==> src/rtl/bcd_pkg.sv <==
// Shared constants, state type and helpers for the sequential binary-to-BCD converter.
package bcd_pkg;

    localparam int BIN_W_DEF  = 27;
    localparam int DIGITS_DEF = 8;
    localparam int CNT_W      = $clog2(BIN_W_DEF);

    typedef enum logic {
        IDLE,
        SHIFT
    } state_t;

    // Largest value 10^n that the overflow compare needs; 64 bits covers any sane DIGITS.
    function automatic logic [63:0] pow10(input int n);
        logic [63:0] p;
        p = 64'd1;
        for (int i = 0; i < n; i++) begin
            p = p * 64'd10;
        end
        return p;
    endfunction

    localparam logic [63:0] BCD_LIMIT = pow10(DIGITS_DEF);

endpackage

==> src/rtl/bcd_seq_converter_if.sv <==
// Handshake bundle between the binary source and the BCD converter.
// The ovf signal exists only when BCD_OVERFLOW_EN is defined.
interface bcd_seq_converter_if #(
    parameter int BIN_W  = bcd_pkg::BIN_W_DEF,
    parameter int DIGITS = bcd_pkg::DIGITS_DEF
);

    logic [BIN_W-1:0]    bin_in;
    logic                in_valid;
    logic                in_ready;
    logic [4*DIGITS-1:0] bcd_out;
    logic                out_valid;
`ifdef BCD_OVERFLOW_EN
    logic                ovf;

    modport master (
        output bin_in, in_valid,
        input  in_ready, bcd_out, out_valid, ovf
    );

    modport slave (
        input  bin_in, in_valid,
        output in_ready, bcd_out, out_valid, ovf
    );
`else
    modport master (
        output bin_in, in_valid,
        input  in_ready, bcd_out, out_valid
    );

    modport slave (
        input  bin_in, in_valid,
        output in_ready, bcd_out, out_valid
    );
`endif

endinterface

==> src/rtl/bcd_digit_adj.sv <==
// Double-dabble add-3 correction for one BCD nibble.
module bcd_digit_adj (
    input  logic [3:0] digit_in,
    output logic [3:0] digit_out
);

    assign digit_out = (digit_in >= 4'd5) ? digit_in + 4'd3 : digit_in;

endmodule

==> src/rtl/bcd_seq_converter.sv <==
// Multi-cycle double-dabble binary-to-BCD converter with valid/ready handshake.
// Optional BCD_OVERFLOW_EN adds an ovf flag and saturates out-of-range inputs to all 9s.
module bcd_seq_converter
    import bcd_pkg::*;
#(
    parameter int BIN_W  = BIN_W_DEF,
    parameter int DIGITS = DIGITS_DEF
) (
    input  logic               clk,
    input  logic               rst,
    bcd_seq_converter_if.slave bus
);

    localparam int CW   = $clog2(BIN_W);
    localparam int BCDW = 4 * DIGITS;

    state_t          state;
    state_t          state_next;
    logic [CW-1:0]   count;
    logic [BIN_W-1:0] shreg;
    logic [BCDW-1:0] scratch;
    logic [BCDW-1:0] scratch_adj;
    logic [BCDW-1:0] scratch_shift;
    logic [BIN_W-1:0] shreg_shift;
    logic [BCDW+BIN_W-1:0] combined;
    logic [BCDW-1:0] final_value;
    logic [BCDW-1:0] bcd_q;
    logic            out_valid_q;
    logic            accept;
    logic            last_shift;

    for (genvar g = 0; g < DIGITS; g++) begin : g_adj
        bcd_digit_adj u_adj (
            .digit_in  (scratch[4*g +: 4]),
            .digit_out (scratch_adj[4*g +: 4])
        );
    end

    // The bit leaving the top digit is dropped, which leaves the result modulo 10^DIGITS.
    assign combined      = {scratch_adj, shreg} << 1;
    assign scratch_shift = combined[BCDW+BIN_W-1:BIN_W];
    assign shreg_shift   = combined[BIN_W-1:0];

    assign accept     = (state == IDLE) && bus.in_valid;
    assign last_shift = (state == SHIFT) && (count == CW'(BIN_W - 1));

    always_ff @(posedge clk or negedge rst) begin
        if (!rst) begin
            state <= IDLE;
        end else begin
            state <= state_next;
        end
    end

    always_comb begin
        state_next   = state;
        bus.in_ready = 1'b0;
        case (state)
            IDLE: begin
                bus.in_ready = 1'b1;
                if (bus.in_valid) begin
                    state_next = SHIFT;
                end
            end
            SHIFT: begin
                if (last_shift) begin
                    state_next = IDLE;
                end
            end
            default: state_next = IDLE;
        endcase
    end

`ifdef BCD_OVERFLOW_EN
    localparam logic [63:0] LIMIT = pow10(DIGITS);

    logic ovf_pend;
    logic ovf_q;

    // The range compare is taken once at accept so the shift path stays narrow.
    always_ff @(posedge clk or negedge rst) begin
        if (!rst) begin
            ovf_pend <= 1'b0;
            ovf_q    <= 1'b0;
        end else begin
            if (accept) begin
                ovf_pend <= (64'(bus.bin_in) >= LIMIT);
            end
            if (last_shift) begin
                ovf_q <= ovf_pend;
            end
        end
    end

    assign final_value = ovf_pend ? {DIGITS{4'h9}} : scratch_shift;
    assign bus.ovf     = ovf_q;
`else
    assign final_value = scratch_shift;
`endif

    always_ff @(posedge clk or negedge rst) begin
        if (!rst) begin
            count       <= '0;
            shreg       <= '0;
            scratch     <= '0;
            bcd_q       <= '0;
            out_valid_q <= 1'b0;
        end else begin
            out_valid_q <= 1'b0;
            if (accept) begin
                shreg   <= bus.bin_in;
                scratch <= '0;
                count   <= '0;
            end else if (state == SHIFT) begin
                shreg   <= shreg_shift;
                scratch <= scratch_shift;
                count   <= count + CW'(1);
                if (last_shift) begin
                    bcd_q       <= final_value;
                    out_valid_q <= 1'b1;
                end
            end
        end
    end

    assign bus.bcd_out   = bcd_q;
    assign bus.out_valid = out_valid_q;

endmodule
==> src/flat_wrapper.sv <==
// flat-port wrapper written by rule: the top's interface ports become plain ports
module bcd_seq_converter_flat import bcd_pkg::*;
#(
    parameter int BIN_W  = BIN_W_DEF,
    parameter int DIGITS = DIGITS_DEF
)
  (clk, rst, bus_bin_in, bus_in_valid, bus_in_ready, bus_bcd_out, bus_out_valid);
  bcd_seq_converter_if #(.BIN_W(BIN_W), .DIGITS(DIGITS)) bus_i ();
  input  logic clk;
  input  logic rst;
  input wire logic [$bits(bus_i.bin_in)-1:0] bus_bin_in;
  input wire logic [$bits(bus_i.in_valid)-1:0] bus_in_valid;
  output wire logic [$bits(bus_i.in_ready)-1:0] bus_in_ready;
  output wire logic [$bits(bus_i.bcd_out)-1:0] bus_bcd_out;
  output wire logic [$bits(bus_i.out_valid)-1:0] bus_out_valid;
  assign bus_i.bin_in = bus_bin_in;
  assign bus_i.in_valid = bus_in_valid;
  assign bus_in_ready = bus_i.in_ready;
  assign bus_bcd_out = bus_i.bcd_out;
  assign bus_out_valid = bus_i.out_valid;
  bcd_seq_converter #(.BIN_W(BIN_W), .DIGITS(DIGITS)) u_core (.clk(clk), .rst(rst), .bus(bus_i));
endmodule
==> config.mk <==
export PLATFORM = sky130hd
export DESIGN_NAME = bcd_seq_converter_flat
export DESIGN_NICKNAME = d
export VERILOG_FILES = /design/src/rtl/bcd_pkg.sv /design/src/rtl/bcd_seq_converter_if.sv /design/src/rtl/bcd_digit_adj.sv /design/src/rtl/bcd_seq_converter.sv /design/src/flat_wrapper.sv
export SDC_FILE = /design/constraint.sdc
export NUM_CORES = 1
export LEC_CHECK = 0
export ABC_CLOCK_PERIOD_IN_PS = 1900
export CORE_ASPECT_RATIO = 2
export CORE_UTILIZATION = 35
export CTS_CLUSTER_DIAMETER = 60
export DETAILED_ROUTE_END_ITERATION = 10
export GPL_TIMING_DRIVEN = 0
export SLEW_MARGIN = 20
export SYNTH_ARGS = -nofsm -noshare
export SYNTH_HDL_FRONTEND = slang
export SYNTH_SLANG_ARGS = --single-unit
==> constraint.sdc <==
create_clock -name clk -period 1.9 [get_ports clk]
set_input_delay 0.38 -clock clk [delete_from_list [all_inputs] [get_ports clk]]
set_output_delay 0.38 -clock clk [all_outputs]
set_load 0.01 [all_outputs]
==> impl_metrics.ini <==
[die]
core_sq_um = 13100
die_height_um = 166
dieArea_sq_um = 13900
start_util_pct = 35.9
rows = 59
dieWidth_um = 83.9
ios = 64

[critical_path]
critPathMaxFanout = 10
crit_path_end_kind = primary output
reg2reg_depth = 6
r2r_setup_slack_ns = 0.26
startpoint_type = flop
cp.required_ns = 1.52
reg2reg_from = u_core.scratch[12]$_DFFE_PN0P_
crit_arrival_ns = 1.36
r2r_end = u_core.bus.bcd_out[14]$_DFFE_PN0P_
worstSetupPathType = flop to primary output

[route]
ant_nets = 0
wire_per_inst_um = 16.3
drc = 9
drtPass1Iterations = 7
routed_via_density = 5.12
num_vias = 3494
drt_iter0_drc = 119
drt_wl_total_mm = 11.1

[power_and_ir_drop]
p_leak_nw = 2.66
p_per_area_nw_per_um2 = 1650
ir_worst_vdd_mv = 0.655

[final_layout]
final_common_cell = dfrtp_1
nets = 574
area_growth_pct = 24.3
fill_cells = 1229
regArea_sq_um = 2450
insertedDiodeCount = 0
stdcell_area_sq_um = 5840
utilization_pct = 44.7
multi_input_area_sq_um = 2010
layout_common_cells = dfrtp_1, nand2_1, clkdlybuf4s50_1
drive_gt1_share_pct = 9.23

[cts]
path_clk_slew_ns = 0.07
ctsLongestPathBuffers = 2
numCtsBuffers = 9
h-tree-depth = 3
cts_setup_buffers = 0
clock_sinks = 98
cts_tree = yes
root_buffer = clkbuf_16
clock_latency_ns = 0.35

[synthesis]
syn_nets = 499
mappedNetlistArea_sq_um = 4700
ys_seq_elements = 98
synth_top_area_share_pct = 52.2
yosys_most_used_dff = dfrtp_1
yosys_warnings = 0
syn_area_per_cell_sq_um = 10.4
yosys.area_share.simple_pct = 11.5
yosys.area.top_type = dfrtp_1
yosys.area_share.xor_xnor_pct = 1.87
synthAdderAreaFrac_pct = 4.80
netlist_top_cells_area = dfrtp_1, mux2i_1, o21ai_0, ha_1, nand2_1
synth_compound_area_share_pct = 13.5
ys_seq_area_share_pct = 52.2
synth_edf_count = 0
synthMuxAreaShare_pct = 11.1
synthArstFlopShare_pct = 100
synth_top_family_by_area = compound AO/OA/AOI/OAI gates
synthCells = 451
ys_types = 31

[global_routing]
overflow = 0
track_usage_pct = 17.6
first_global_vias = 3669
grt_max_degree = 78
grt_pass1_wl_mm = 18.8
antenna_found_initial = 0

[sta]
fmax_mhz = 576
final.setup.tns_ns = 0
skew_ns = 0.00697
final-hold-violation-count = 0
rsz0062_at_grt = false
relSlewSlack_pct = 58.5
period_share_pct = 91.4
period_needed_ns = 1.74
drv_slew = 0
setup_viol = 0
tightest_slew_ns = 0.623
finalHoldWorstSlack_ns = 0.446

[placed_design]
place_hpwl_mm = 7.91
gp_routability_congestion = 0.793
numPortBuffers = 62
place_area_sq_um = 5540

[status]
violations = DRC
outcome = finished, violations left

[min_path]
hold_class = input port to async pin

[run]
cap_violations = 0
[sequential cells by signal, summed over array words and instances (netlist names)]
name                  count
u_core.bus.out_valid      1
u_core.shreg             27
u_core.scratch           32
u_core.bus.bcd_out       32
u_core.count              5
u_core.state              1
[layout make-up]
type | count | area share, %
clock buffers | 12 | 4.39
multi-input cells | 302 | 34.4
clock inverters | 4 | 0.450
plain buffers | 24 | 2.46
flip-flops and latches | 98 | 42.0
repair buffers | 64 | 11.2
inverters | 27 | 1.78
well taps | 152 | 3.26
[timing repair]
| action | 4_1_cts | 5_1_grt |
|---|---|---|
| pin swaps | 0 | 0 |
| endpoints found under the setup margin | 1 | 1 |
| hold buffers | 1 | 0 |
| resized for setup | 6 | 3 |
| endpoints found under the hold margin | 21 | 0 |
[through the flow]
step	setup WS (ns)	instances	total power (W)
final	0.163	683	0.00965
after global routing	0.0887	683	0.0105
after CTS	0.0208	683	0.00979
after detailed placement	-0.167	666	0.00799
after global placement	-3.32	665	0.00781
after floorplan	0.456	451	0.00638
[power by group]
group / switching [W] / leakage [nW] / total [W] / internal (W)
Combinational: 0.00210 / 1.28 / 0.00421 / 0.00211
Clock: 0.000787 / 0.139 / 0.00174 / 0.000958
Sequential: 0.000672 / 1.25 / 0.00370 / 0.00302
[synth_stat cells, types with 2 or more instances]
cell type  instances
nor3b_1            7
or3_1             11
buf_6              2
inv_1             26
mux2_2             2
dfrtp_1           98
a21o_1             4
clkbuf_1           9
ha_1              18
xnor2_1            8
a21oi_1           23
mux2i_1           35
a31oi_1            8
mux2_4            10
o21ai_0           59
a22o_1             9
o22ai_1            8
xor2_1             2
buf_2             12
nand3_1            2
nor3_1             4
nor2_1            19
nand2_1           60
nand2b_1           8
[logic make-up (layout without fill, tap and decap cells)]
logic type	count (synthesis)	in the layout
and+or+nand+nor	114	114
AOI/OAI and AO/OA	113	113
DFF	98	98
buffers and inverters	51	131
muxes	47	47
adders and majority gates	18	18
xor gates and xnor gates	10	10
[per-layer routing]
| metal | wire length, um | share of wire, % | track usage [%] | vias to the layer above |
|---|---|---|---|---|
| li1 | - | - | - | 1696 |
| met1 | 4400 | 40 | 19.5 | 1712 |
| met2 | 6000 | 54 | 31.7 | 66 |
| met3 | 404 | 3.6 | 3.73 | 20 |
| met4 | 299 | 2.7 | 7.87 | 0 |
| met5 | 0 | 0 | 0 | - |
[worst max-delay path: stages (launching register included)]
cell      delay [ns]
dfrtp_1         0.40
clkbuf_4        0.19
inv_4           0.11
buf_8           0.16
clkbuf_2        0.14
[worst max path at each step]
stage / startpoint / endpoint / cells after the start
floorplan: u_core.scratch[20]$_DFFE_PN0P_ / u_core.bus.bcd_out[22]$_DFFE_PN0P_ / 5
global placement: rst / u_core.shreg[15]$_DFFE_PN0P_ / 1
detailed placement: u_core.state$_DFF_PN0_ / bus_in_ready / 4
CTS: u_core.state$_DFF_PN0_ / bus_in_ready / 4
global route: u_core.state$_DFF_PN0_ / bus_in_ready / 4
finish: u_core.state$_DFF_PN0_ / bus_in_ready / 4
Note: power is estimated with default switching activity, not from simulation.
